**config.mk**
```make
export PLATFORM = sky130hd
export DESIGN_NAME = end_banner_positioner
export DESIGN_NICKNAME = d
export VERILOG_FILES = /design/src/rtl/end_banner_pkg.sv /design/src/rtl/frame_blink_timer.sv /design/src/rtl/end_banner_positioner.sv
export SDC_FILE = /design/constraint.sdc
export NUM_CORES = 1
export LEC_CHECK = 0
export ABC_AREA = 0
export CELL_PAD_IN_SITES_DETAIL_PLACEMENT = 2
export CELL_PAD_IN_SITES_GLOBAL_PLACEMENT = 2
export CORE_ASPECT_RATIO = 1.5
export CORE_UTILIZATION = 30
export DETAILED_ROUTE_END_ITERATION = 10
export MAX_ROUTING_LAYER = met4
export PLACE_DENSITY = 0.81
export SYNTH_ARGS = -nofsm -noshare
export SYNTH_HDL_FRONTEND = slang
export SYNTH_SLANG_ARGS = --single-unit
export TNS_END_PERCENT = 100
```
**constraint.sdc**
```tcl
create_clock -name clk -period 5.5 [get_ports clk]
set_clock_uncertainty 0.15 [all_clocks]
set_input_delay 1.375 -clock clk [delete_from_list [all_inputs] [get_ports clk]]
set_output_delay 1.375 -clock clk [all_outputs]
set_load 0.1 [all_outputs]
```
**src/rtl/end_banner_pkg.sv**
```systemverilog
// end_banner_pkg: shared state encoding and coordinate types for the end-of-game banner.
//   COORD_W  - width of unsigned raster coordinates
//   SCOORD_W - width of signed banner coordinates (holds negative Y during the slide)
package end_banner_pkg;
    localparam int COORD_W  = 11;
    localparam int SCOORD_W = 12;
    typedef logic [COORD_W-1:0] coord_t;
    typedef logic signed [SCOORD_W-1:0] scoord_t;
    typedef enum logic [1:0] {IDLE, SLIDE, HOLD} state_t;
endpackage

```
**src/rtl/frame_blink_timer.sv**
```systemverilog
// frame_blink_timer: counts frame ticks and toggles a visible/hidden phase every BLINK_FRAMES ticks.
//   clk, reset (async, active-high)
//   clear   - returns to count 0, visible phase
//   tick    - one-cycle frame pulse
//   visible - current blink phase (1 = drawn)
// Only built when END_BANNER_BLINK_EN is defined.
`ifdef END_BANNER_BLINK_EN
module frame_blink_timer #(
    parameter int BLINK_FRAMES = 30
) (
    input  logic clk,
    input  logic reset,
    input  logic clear,
    input  logic tick,
    output logic visible
);
    localparam int CW = $clog2(BLINK_FRAMES + 1);
    localparam logic [CW-1:0] LAST = CW'(BLINK_FRAMES - 1);

    logic [CW-1:0] cnt;

    always_ff @(posedge clk or posedge reset) begin
        if (reset || clear) begin
            cnt     <= '0;
            visible <= 1'b1;
        end else if (tick) begin
            cnt     <= (cnt == LAST) ? '0 : cnt + 1'b1;
            visible <= (cnt == LAST) ? ~visible : visible;
        end
    end
endmodule
`endif

```
**src/rtl/end_banner_positioner.sv**
```systemverilog
// end_banner_positioner: slides the end-of-game banner down on gameOver and maps the raster pixel into banner-local coordinates.
//   clk, reset (async, active-high)
//   startOfFrame     - frame pulse; the only moment the banner moves
//   pixelX/pixelY    - current raster position
//   gameOver         - level; its rising edge starts the slide
//   restart          - pulse; returns the banner to IDLE above the screen
//   offsetX/offsetY  - banner-local pixel coordinates, 0 when outside (registered)
//   InsideRectangle  - pixel lies inside the visible banner (registered)
//   bannerSettled    - banner has reached its resting row
// Define END_BANNER_BLINK_EN to blink the banner while it rests.
module end_banner_positioner
    import end_banner_pkg::*;
#(
    parameter int OBJECT_WIDTH_X  = 32,
    parameter int OBJECT_HEIGHT_Y = 32,
    parameter int TOP_LEFT_X      = 304,
    parameter int START_Y         = -32,
    parameter int TARGET_Y        = 224,
    parameter int SPEED_Y         = 4
`ifdef END_BANNER_BLINK_EN
    ,
    parameter int BLINK_FRAMES    = 30
`endif
) (
    input  logic        clk,
    input  logic        reset,
    input  logic        startOfFrame,
    input  logic [10:0] pixelX,
    input  logic [10:0] pixelY,
    input  logic        gameOver,
    input  logic        restart,
    output logic [10:0] offsetX,
    output logic [10:0] offsetY,
    output logic        InsideRectangle,
    output logic        bannerSettled
);
    localparam scoord_t X_L      = SCOORD_W'(TOP_LEFT_X);
    localparam scoord_t X_R      = SCOORD_W'(TOP_LEFT_X + OBJECT_WIDTH_X - 1);
    localparam scoord_t Y_START  = SCOORD_W'(START_Y);
    localparam scoord_t Y_TARGET = SCOORD_W'(TARGET_Y);
    localparam scoord_t Y_SPEED  = SCOORD_W'(SPEED_Y);
    localparam scoord_t Y_SPAN   = SCOORD_W'(OBJECT_HEIGHT_Y - 1);

    state_t  state;
    scoord_t top_y;
    logic    go_d;
    logic    visible;
    scoord_t px, py, next_y, y_bot;
    logic    go_rise, in_box;

    // Raster coordinates are never negative, so rows above the screen can never match.
    assign px      = {1'b0, pixelX};
    assign py      = {1'b0, pixelY};
    assign next_y  = top_y + Y_SPEED;
    assign y_bot   = top_y + Y_SPAN;
    assign go_rise = gameOver & ~go_d;
    assign in_box  = (state != IDLE) && visible && px >= X_L && px <= X_R && py >= top_y && py <= y_bot;

`ifdef END_BANNER_BLINK_EN
    // Held clear outside HOLD, so each HOLD entry starts visible at count 0.
    frame_blink_timer #(.BLINK_FRAMES(BLINK_FRAMES)) u_blink (
        .clk     (clk),
        .reset   (reset),
        .clear   (restart || state != HOLD),
        .tick    (startOfFrame),
        .visible (visible)
    );
`else
    assign visible = 1'b1;
`endif

    // go_d keeps tracking gameOver through restart, so a still-high level cannot retrigger.
    always_ff @(posedge clk or posedge reset) begin
        if (reset) begin
            state         <= IDLE;
            top_y         <= Y_START;
            go_d          <= 1'b0;
            bannerSettled <= 1'b0;
        end else begin
            go_d <= gameOver;
            if (restart) begin
                state         <= IDLE;
                top_y         <= Y_START;
                bannerSettled <= 1'b0;
            end else if (state == IDLE && go_rise) begin
                state <= SLIDE;
            end else if (state == SLIDE && startOfFrame) begin
                if (next_y >= Y_TARGET) begin
                    top_y         <= Y_TARGET;
                    state         <= HOLD;
                    bannerSettled <= 1'b1;
                end else begin
                    top_y <= next_y;
                end
            end
        end
    end

    always_ff @(posedge clk or posedge reset) begin
        if (reset) begin
            InsideRectangle <= 1'b0;
            offsetX         <= '0;
            offsetY         <= '0;
        end else begin
            InsideRectangle <= in_box;
            offsetX         <= in_box ? COORD_W'(px - X_L) : '0;
            offsetY         <= in_box ? COORD_W'(py - top_y) : '0;
        end
    end
endmodule
```
==> reports/qor.yml <==
n_antenna_cell: 0
syn-num-nets: 346
min_period_ns: 3.61
area_delta_synth_final_pct: 26.2
cts_setup_buffers: 0
crit_chain: "clkdlybuf4s50_1, ha_1, nand3b_1, nor4_1, a21o_1, o211ai_1, buf_4, a2111oi_0"
drive_gt1_share_pct: 8.19
dp_hpwl_um: 6500
synth-seq-cells: 37
crit_family: "buffers and inverters"
finalCritPeriodShare_pct: 65.6
num_vias: 2469
use_met1_pct: 19.3
cts_made_buffers: 5
rsz0062_at_grt: "false"
die_height_um: 118
hold_path_class: "reg -> reg"
cts_buffer_depth: 2
die_area_mm2: 0.00940
cts_resized: 0
h-tree-depth: 2
synth.largest_area_cell: "dfrtp_1"
met3_usage_pct: 3.09
grt_usage_pct: 19.5
dr.pass1.iters: 7
nFillCells: 969
leakage_nw: 1.54
grt_first_pass_wirelength_um: 13800
gp_congestion: 0.825
crit_path_end_kind: "flip-flop"
synth.top_cell.area_share_pct: 27.8
insertion_delay_ns: 0.29
busiest_layer: "met2"
path_class: "in -> reg"
relSlewSlack_pct: 34.0
via_per_inst: 5.46
grt_max_degree: 38
yosysMostFrequentCell: "dfrtp_1"
clk_pin_slew_worst_paths_ns: 0.06
initial_core_util_pct: 30.8
worst_slew_pin_slew_ns: 0.986
cp_data_required_time_ns: 5.51
grt_overflow: 0
routedWlPerCell_um: 18.5
critPathMaxStageDelay_ns: 0.43
antenna_found_initial: 0
wirelength_um: 8350
arrival_ns: 3.62
ys_top_cells_by_count: "dfrtp_1, inv_1, ha_1"
path_max_fanout: 23
chipWidth_um: 79.5
violations: "DRC"
status: "finished, violations left"
drt_iter0_markers: 37
tritoncts: "done"
peakVddDrop_mv: 0.106
setup_violations: 0
globalRouteMet2Util_pct: 36.4
seq_area_frac_synth_pct: 34.6
max_freq_mhz: 277
root_buffer: "clkbuf_16"
pin_count: 51
clock_sinks: 37
async_flop_share_pct: 100
crit_slowest_cell: "clkdlybuf4s50_1"
rows: 42
drv_slew: 0
postCtsHoldBufs: 0
postPlaceCellArea_mm2: 0.00326
synth_cell_types: 55
syn_inst: 294
synthFlopType: "dfrtp_1"
synth_edf_count: 0
portBuffers: 50
tns_ns: 0
fin_area_mm2: 0.00341
syn_area_mm2: 0.00270
powerDensity_mw_per_mm2: 197
synth_area_leaders: "dfrtp_1, ha_1, dfstp_2"
startpoint_type: "input pin"
ant_nets: 0
drv_cap: 0
hold_viol_final: 0
worst-path-buf-inv: 2
drcViolationCount: 1
grt_pass1_vias: 2769
coreArea_mm2: 0.00878
nets: 393
synth_area_per_cell_um2: 9.19
yosysWarnings: 0
state kept, by name, summed over array words and instances (netlist names):
name	count
offsetY	11
top_y	10
InsideRectangle	1
offsetX	11
go_d	1
state	2
bannerSettled	1
worst min-delay path, stage by stage (launching register included):
cell	delay [ns]
dfrtp_1	0.38
inv_1	0.05
a21oi_1	0.05
through the flow:
step	util, %	hold WS (ns)	total power [W]	setup WS, ns	instances
global placement	37.2	0.363	0.000378	1.61	444
detailed placement	37.2	0.378	0.000383	1.55	444
finish	38.8	0.377	0.000673	1.89	452
global route	38.8	0.433	0.000700	1.67	452
floorplan	-	0.379	0.000337	2.40	294
CTS	38.8	0.392	0.000685	1.78	452
cell type report:
type                    count  area (um^2)  share of cell area [%]
clock buffers               5          125                    3.67
clock inverters             3         21.3                   0.624
inverters                  27          101                    2.97
multi-input cells         216         1560                    45.7
flip-flops and latches     37          935                    27.4
well taps                 110          138                    4.04
repair buffers             54          531                    15.6
cell families (layout without fill, tap and decap cells):
logic type,Yosys count,after routing,synth area share [%]
compound gates,87,87,23.1
flops,37,37,34.6
buf+inv,41,89,7.73
simple gates,82,82,16.2
fa+ha+maj,25,25,11.6
xor+xnor,19,19,6.16
other cells,2,2,0.278
mux,1,1,0.371
placed cells by master (no fill, tap or decap), drive strengths merged, types with 2 or more instances in the layout:
master	netlist	routed
clkbuf	8	5
nor3b	3	3
o21ai	11	11
a21o	7	7
clkinv	1	2
xor2	5	5
and3	4	4
nand3	12	12
nand2	17	17
a211o	2	2
nor3	8	8
nand3b	2	2
dfstp	7	7
nor2	17	17
a21oi	15	15
o211ai	4	4
a311oi	3	3
nor4	3	3
nand2b	2	2
o31ai	3	3
ha	25	25
or4	2	2
clkdlybuf4s50	0	50
buf	6	4
and2	2	2
nand4	6	6
a2111oi	3	3
o21a	6	6
xnor2	14	14
inv	26	27
dfrtp	30	30
nor4b	2	2
a211oi	21	21
conb	2	2
worst paths after layout:
path / startpoint / endpoint / slack (ns) / depth (start not counted)
setup / recovery: pixelY[2] / offsetY[10]$_DFF_PP0_ / 1.89 / 8
hold / removal: bannerSettled$_DFFE_PP0P_ / bannerSettled$_DFFE_PP0P_ / 0.38 / 2
setup reg to reg: top_y[4]$_DFFE_PP0P_ / offsetY[10]$_DFF_PP0_ / 2.02 / 10
hold reg to reg: bannerSettled$_DFFE_PP0P_ / bannerSettled$_DFFE_PP0P_ / 0.38 / 2
max in group asynchronous: reset / top_y[6]$_DFFE_PP1P_ / 3.48 / 3
min in group asynchronous: reset / offsetX[8]$_DFF_PP0_ / 1.35 / 3
power breakdown:
part	switching, W	internal (W)	total, W
logic	0.0000562	0.0000454	0.000102
clock network	0.000127	0.000169	0.000295
registers	0.00000189	0.000274	0.000276
total	0.000185	0.000488	0.000673
layer usage:
layer  up-vias  routed length (um)
li1       1161                   -
met1      1243                3250
met2        45                4670
met3        20                 164
met4         0                 263
met5         -                   0
(Power assumes the default switching activity.)
